==> config.mk <==
export PLATFORM = sky130hd
export DESIGN_NAME = ram_arbiter
export DESIGN_NICKNAME = d
export VERILOG_FILES = /design/src/rtl/ram_pkg.sv /design/src/rtl/ram_arb_select.sv /design/src/rtl/ram_arbiter.sv
export SDC_FILE = /design/constraint.sdc
export NUM_CORES = 1
export LEC_CHECK = 0
export CAP_MARGIN = 20
export CORE_UTILIZATION = 33
export CTS_CLUSTER_DIAMETER = 30
export CTS_CLUSTER_SIZE = 25
export DETAILED_ROUTE_END_ITERATION = 10
export GPL_TIMING_DRIVEN = 1
export PLACE_DENSITY_LB_ADDON = 0.12
export SYNTH_ARGS = -nofsm -noshare
export SYNTH_HDL_FRONTEND = slang
export SYNTH_HIERARCHICAL = 1
export SYNTH_SLANG_ARGS = --single-unit
==> constraint.sdc <==
create_clock -name clk -period 3.6 [get_ports clk]
set_input_delay 1.08 -clock clk [delete_from_list [all_inputs] [get_ports clk]]
set_output_delay 1.08 -clock clk [all_outputs]
set_load 0.05 [all_outputs]
==> src/rtl/ram_pkg.sv <==
// Shared constants and types for the ram_arbiter slice: FSM state codes,
// SRAM subsystem widths and requester (owner) encoding.
package ram_pkg;

  localparam int unsigned RAM_ADDR_W = 17;
  localparam int unsigned RAM_DATA_W = 16;

  localparam logic [1:0] IDLE  = 2'd0;
  localparam logic [1:0] ISSUE = 2'd1;
  localparam logic [1:0] WAIT  = 2'd2;
  localparam logic [1:0] RESP  = 2'd3;

  localparam logic OWN_M0 = 1'b0;
  localparam logic OWN_M1 = 1'b1;

  typedef struct packed {
    logic                  we;
    logic [RAM_ADDR_W-1:0] addr;
    logic [RAM_DATA_W-1:0] wdata;
  } ram_cmd_t;

  function automatic ram_cmd_t pick_cmd(
    input logic     sel,
    input ram_cmd_t cmd0,
    input ram_cmd_t cmd1
  );
    return (sel == OWN_M1) ? cmd1 : cmd0;
  endfunction

endpackage

==> src/rtl/ram_arb_select.sv <==
// Combinational grant selection between M0 and M1.
// RAM_ARB_ROUND_ROBIN_EN: alternate on contention; otherwise M1 has fixed priority.
module ram_arb_select
  import ram_pkg::*;
(
  input  logic req0,
  input  logic req1,
`ifdef RAM_ARB_ROUND_ROBIN_EN
  input  logic last_grant,
`endif
  output logic grant
);

  always_comb begin
    grant = OWN_M0;
`ifdef RAM_ARB_ROUND_ROBIN_EN
    if (req0 && req1) begin
      grant = ~last_grant;
    end else if (req1) begin
      grant = OWN_M1;
    end
`else
    if (req1) begin
      grant = OWN_M1;
    end
`endif
  end

endmodule

==> src/rtl/ram_arbiter.sv <==
// Two-requester arbiter in front of the dual-SRAM access subsystem with done watchdog.
// Optional RAM_ARB_ROUND_ROBIN_EN switches contention handling to round robin.
module ram_arbiter
  import ram_pkg::*;
#(
  parameter int unsigned TIMEOUT_CYCLES = 255,
  parameter int unsigned CNT_W          = 8
) (
  input  logic                  clk,
  input  logic                  rst,

  input  logic                  m0_req,
  input  logic                  m0_we,
  input  logic [RAM_ADDR_W-1:0] m0_addr,
  input  logic [RAM_DATA_W-1:0] m0_wdata,
  output logic                  m0_ack,
  output logic                  m0_err,
  output logic [RAM_DATA_W-1:0] m0_rdata,

  input  logic                  m1_req,
  input  logic                  m1_we,
  input  logic [RAM_ADDR_W-1:0] m1_addr,
  input  logic [RAM_DATA_W-1:0] m1_wdata,
  output logic                  m1_ack,
  output logic                  m1_err,
  output logic [RAM_DATA_W-1:0] m1_rdata,

  output logic                  ram_en,
  output logic                  ram_re,
  output logic                  ram_we,
  output logic [RAM_ADDR_W-1:0] ram_addr,
  output logic [RAM_DATA_W-1:0] ram_wdata,
  input  logic                  ram_done,
  input  logic [RAM_DATA_W-1:0] ram_rdata
);

  localparam logic [CNT_W-1:0] TIMEOUT_CNT = CNT_W'(TIMEOUT_CYCLES);

  logic [1:0]       state;
  logic             owner;
  logic [CNT_W-1:0] cnt;
  logic [CNT_W-1:0] cnt_next;
  logic             grant;
  logic             start;
  ram_cmd_t         sel_cmd;

  assign start    = (m0_req || m1_req) && !ram_done;
  assign cnt_next = cnt + 1'b1;
  assign sel_cmd  = pick_cmd(grant,
                             '{we: m0_we, addr: m0_addr, wdata: m0_wdata},
                             '{we: m1_we, addr: m1_addr, wdata: m1_wdata});

`ifdef RAM_ARB_ROUND_ROBIN_EN
  logic last_grant;

  always_ff @(posedge clk) begin
    if (rst) begin
      last_grant <= OWN_M1;
    end else if (state == IDLE && start) begin
      last_grant <= grant;
    end
  end

  ram_arb_select u_select (
    .req0       (m0_req),
    .req1       (m1_req),
    .last_grant (last_grant),
    .grant      (grant)
  );
`else
  ram_arb_select u_select (
    .req0  (m0_req),
    .req1  (m1_req),
    .grant (grant)
  );
`endif

  // Strobes are registered on the IDLE->ISSUE edge so they are high for the
  // whole ISSUE/WAIT span and drop on the edge into RESP.
  // The watchdog counts ISSUE and WAIT cycles; timeout fires on the WAIT cycle
  // that brings the count to TIMEOUT_CYCLES, and done in that cycle still wins.
  always_ff @(posedge clk) begin
    if (rst) begin
      state     <= IDLE;
      owner     <= OWN_M0;
      cnt       <= '0;
      ram_en    <= 1'b0;
      ram_re    <= 1'b0;
      ram_we    <= 1'b0;
      ram_addr  <= '0;
      ram_wdata <= '0;
      m0_ack    <= 1'b0;
      m0_err    <= 1'b0;
      m0_rdata  <= '0;
      m1_ack    <= 1'b0;
      m1_err    <= 1'b0;
      m1_rdata  <= '0;
    end else begin
      case (state)
        IDLE: begin
          if (start) begin
            owner     <= grant;
            ram_addr  <= sel_cmd.addr;
            ram_wdata <= sel_cmd.wdata;
            ram_en    <= 1'b1;
            ram_re    <= ~sel_cmd.we;
            ram_we    <= sel_cmd.we;
            cnt       <= '0;
            state     <= ISSUE;
          end
        end
        ISSUE: begin
          cnt   <= cnt_next;
          state <= WAIT;
        end
        WAIT: begin
          cnt <= cnt_next;
          if (ram_done || cnt_next >= TIMEOUT_CNT) begin
            if (ram_done && !ram_we) begin
              if (owner == OWN_M1) begin
                m1_rdata <= ram_rdata;
              end else begin
                m0_rdata <= ram_rdata;
              end
            end
            m0_ack <= (owner == OWN_M0);
            m1_ack <= (owner == OWN_M1);
            m0_err <= (owner == OWN_M0) && !ram_done;
            m1_err <= (owner == OWN_M1) && !ram_done;
            ram_en <= 1'b0;
            ram_re <= 1'b0;
            ram_we <= 1'b0;
            state  <= RESP;
          end
        end
        RESP: begin
          m0_ack <= 1'b0;
          m0_err <= 1'b0;
          m1_ack <= 1'b0;
          m1_err <= 1'b0;
          state  <= IDLE;
        end
        default: state <= IDLE;
      endcase
    end
  end

endmodule

==> summary.txt <==
Setup path
  • CP cell instances: clkdlybuf4s50_1
  • Crit path launch type: flip-flop
  • Critical path class: flip-flop to primary output
  • Worst path top cell family by delay: buffers and inverters
  • WP data required: ~2.5 ns
  • CP Capture Type: primary output
  • R2r setup slk: 1.27 ns
  • Critical-path top delay cell: clkdlybuf4s50_1
  • Largest stage delay, worst path: 0.86 ns
  • Worst Path Buf+Inv: 1
  • Max FO, Critical Path: 5
  • Worst Path Arrival: 1.62 ns

Clock network
  • Clock net sink count: between 80 and 90
  • CTS H-tree depth: 3
  • CTS root buf: clkbuf_8
  • Hold buffers post-CTS: 0
  • Clk pin slew, worst setup/hold paths: around 0.090 ns
  • Post-CTS Setup Bufs: 0
  • TritonCTS Buffers: 9
  • Clk buf depth: 2
  • CTS tree: built
  • Skew-Pair Late Insertion Delay: approximately 0.36 ns
  • Resize count post-CTS: 0

Placed design
  • Placement Cell Area: 0.005259 mm²
  • DP Wirelength: around 7.0 mm
  • I/O Buffers: 160
  • GPL Wtd Cong: slightly above 0.8
  • Dpl ws: 0.6811 ns

Timing
  • WHS: 0.4567 ns
  • Final hold vios: 0
  • Layout Skew: roughly 0.014 ns
  • Post-route minimum period: between 2 and 3 ns
  • F_max: around 370 MHz
  • Slew Limit Headroom: 0.5860
  • RSZ-0062 raised after global routing: false
  • Final worst path period share: 0.7513
  • Final worst slack: between 0.8 and 0.9 ns
  • Max Transition Viols Final: 0
  • Final TNS setup: 0 ns
  • Worst slew pin tran: 0.6211 ns
  • Setup violators final: 0

Yosys
  • Synth top area cells: dfxtp_1 (47%), mux2i_1 (9.5%), nand2_1 (7.8%)
  • Synth unique cells: 45
  • Post-synth top area share: 0.4655
  • Synth area leader: dfxtp_1
  • Syn Std Cell Area: roughly 0.0036 mm²
  • Post-synthesis cell count: between 400 and 500
  • Avg Cell Area, Syn: slightly below 9 µm²
  • Post-synth ARST share: 0
  • Leading register cell type out of synthesis: dfxtp_1
  • Mapped Nets: ~500
  • EDFF count, synth: 0
  • Sequential share of the synthesized area: 0.4655
  • Seq cells post-synth: 83
  • Yosys warnings: 6

Power
  • Switching portion of total power: 0.4049
  • Combinational share of power: 0.419
  • Maximum vdd drop: 0.2540 mV
  • Flop pwr share: 0.348
  • Net switching power figure: ~1.3 mW
  • Clock Power Share: 0.233
  • Static Leak: ~2.0 nW
  • PD cells: approximately 600 mW/mm²
  • Internal: slightly below 2 mW

Hold path
  • Hold crit path type: flip-flop to flip-flop

Global route
  • Initial antenna violation count: 0
  • Vias in the first global route: roughly 3200
  • First-pass GRT wire length: around 16 mm
  • Largest net degree at the start of global routing: between 60 and 70
  • Global-route usage over all layers: 0.1764
  • Gr ovfl total: 0

Layout
  • Area Growth Syn to Fin: 53.80%
  • # fillers: about 1000
  • Post-layout util: 0.5271
  • Nets: ~650
  • Antenna Cells: 0
  • Final Cell Area: roughly 0.0055 mm²
  • Layout cell share with drive strength beyond 1: 0.05851

Drt
  • Via count: between 3000 and 4000
  • Drt first-iter violations: 87
  • Final ANT Viol Nets: 0
  • Drt pass-1 iters: 4
  • Post-route DRC: 0
  • Post-DR wirelength/cell: roughly 14 µm
  • Vias per cell: between 4 and 5
  • Total routed wirelength: around 9.6 mm

Floorplanning
  • Core area: roughly 0.010 mm²
  • Die Y: about 110 µm
  • Die ar.: 0.01124 mm²
  • Ports: ~160
  • Row count: 37
  • Width of the die: roughly 110 µm
  • Initial Util: 0.3427

Job
  • Total of max-cap violations: 0

Run status
  • Result of the run: finished, final reports clean
## metrics by stage
stage	power, mW	cells
final	3.313	700
after global routing	3.522	700
after floorplan	2.090	412
after global placement	2.547	684
after detailed placement	2.564	684
after CTS	3.352	700
## registers in the layout (all words and copies together) (netlist names)
signal	cells
ram_addr	17
ram_en	1
m0_err	1
m0_ack	1
ram_re	1
state	2
m1_ack	1
m1_err	1
owner	1
m1_rdata	16
cnt	8
ram_we	1
ram_wdata	16
m0_rdata	16
## synthesized netlist by cell type, types with 2 or more instances
master,count
buf_1,7
a211oi_1,33
a31o_1,2
buf_4,2
o21ai_0,14
mux2i_1,34
nand2_1,74
dfxtp_1,83
or3_1,3
and2_1,4
a311oi_1,3
nor3_1,3
clkbuf_1,18
nor2_1,42
nand3_1,5
inv_1,7
a21oi_1,46
ha_1,5
## cell families after synthesis
family	Yosys count	share of synthesized area
AOI/OAI and AO/OA	111	0.2061
and+or+nand+nor	143	0.1721
muxes	34	0.09534
buffers and inverters	36	0.04346
adders and majority gates	5	0.01753
DFF	83	0.4655
## cell type report
type | instances | area, µm² | area share
Inverter | 7 | 26.28 | 0.004786
Sequential cell | 83 | 1662 | 0.3026
Tap cell | 136 | 170.2 | 0.03099
Clock inverter | 7 | 107.6 | 0.01960
Multi-Input combinational cell | 293 | 1759 | 0.3204
Timing Repair Buffer | 165 | 1642 | 0.2990
Clock buffer | 9 | 123.9 | 0.02256
## power by group through the flow
stage	Clock [mW]	Combinational (mW)	Sequential, mW
after floorplan	0	0.496	1.59
after global placement	0	1.38	1.17
after detailed placement	0	1.39	1.17
after CTS	0.800	1.40	1.16
after global routing	0.848	1.50	1.17
final	0.772	1.39	1.15
## routing by layer
metal,share of wire,wire length [µm],vias up,GRT usage
li1,-,-,1750,-
met4,0.015,145,0,0.06151
met3,0.078,749,13,0.06560
met2,0.46,4406,111,0.2824
met5,0,0,-,0
met1,0.45,4276,1549,0.2169
## final timing paths
check              startpoint           to  cells past startpoint
setup / recovery       ram_we       ram_we                      1
hold / removal    m0_rdata[8]  m0_rdata[8]                      2
setup reg to reg       cnt[0]       m1_ack                      6
hold reg to reg   m0_rdata[8]  m0_rdata[8]                      2
## layout by cell type (no fill, tap or decap), drive strengths merged, types with 2 or more instances in the layout
| cell | netlist | layout |
|---|---|---|
| bufinv | 0 | 2 |
| nor3 | 3 | 3 |
| nand3 | 5 | 5 |
| a211oi | 34 | 34 |
| or4 | 2 | 2 |
| and2 | 4 | 4 |
| a31o | 2 | 2 |
| dfxtp | 83 | 83 |
| o21ai | 15 | 15 |
| clkbuf | 18 | 9 |
| buf | 10 | 7 |
| mux2i | 34 | 34 |
| a311oi | 3 | 3 |
| clkdlybuf4s50 | 0 | 158 |
| nor2 | 42 | 42 |
| inv | 7 | 10 |
| nand2 | 74 | 74 |
| ha | 5 | 5 |
| or3 | 3 | 3 |
| a21oi | 46 | 46 |
(Power assumes the default switching activity.)
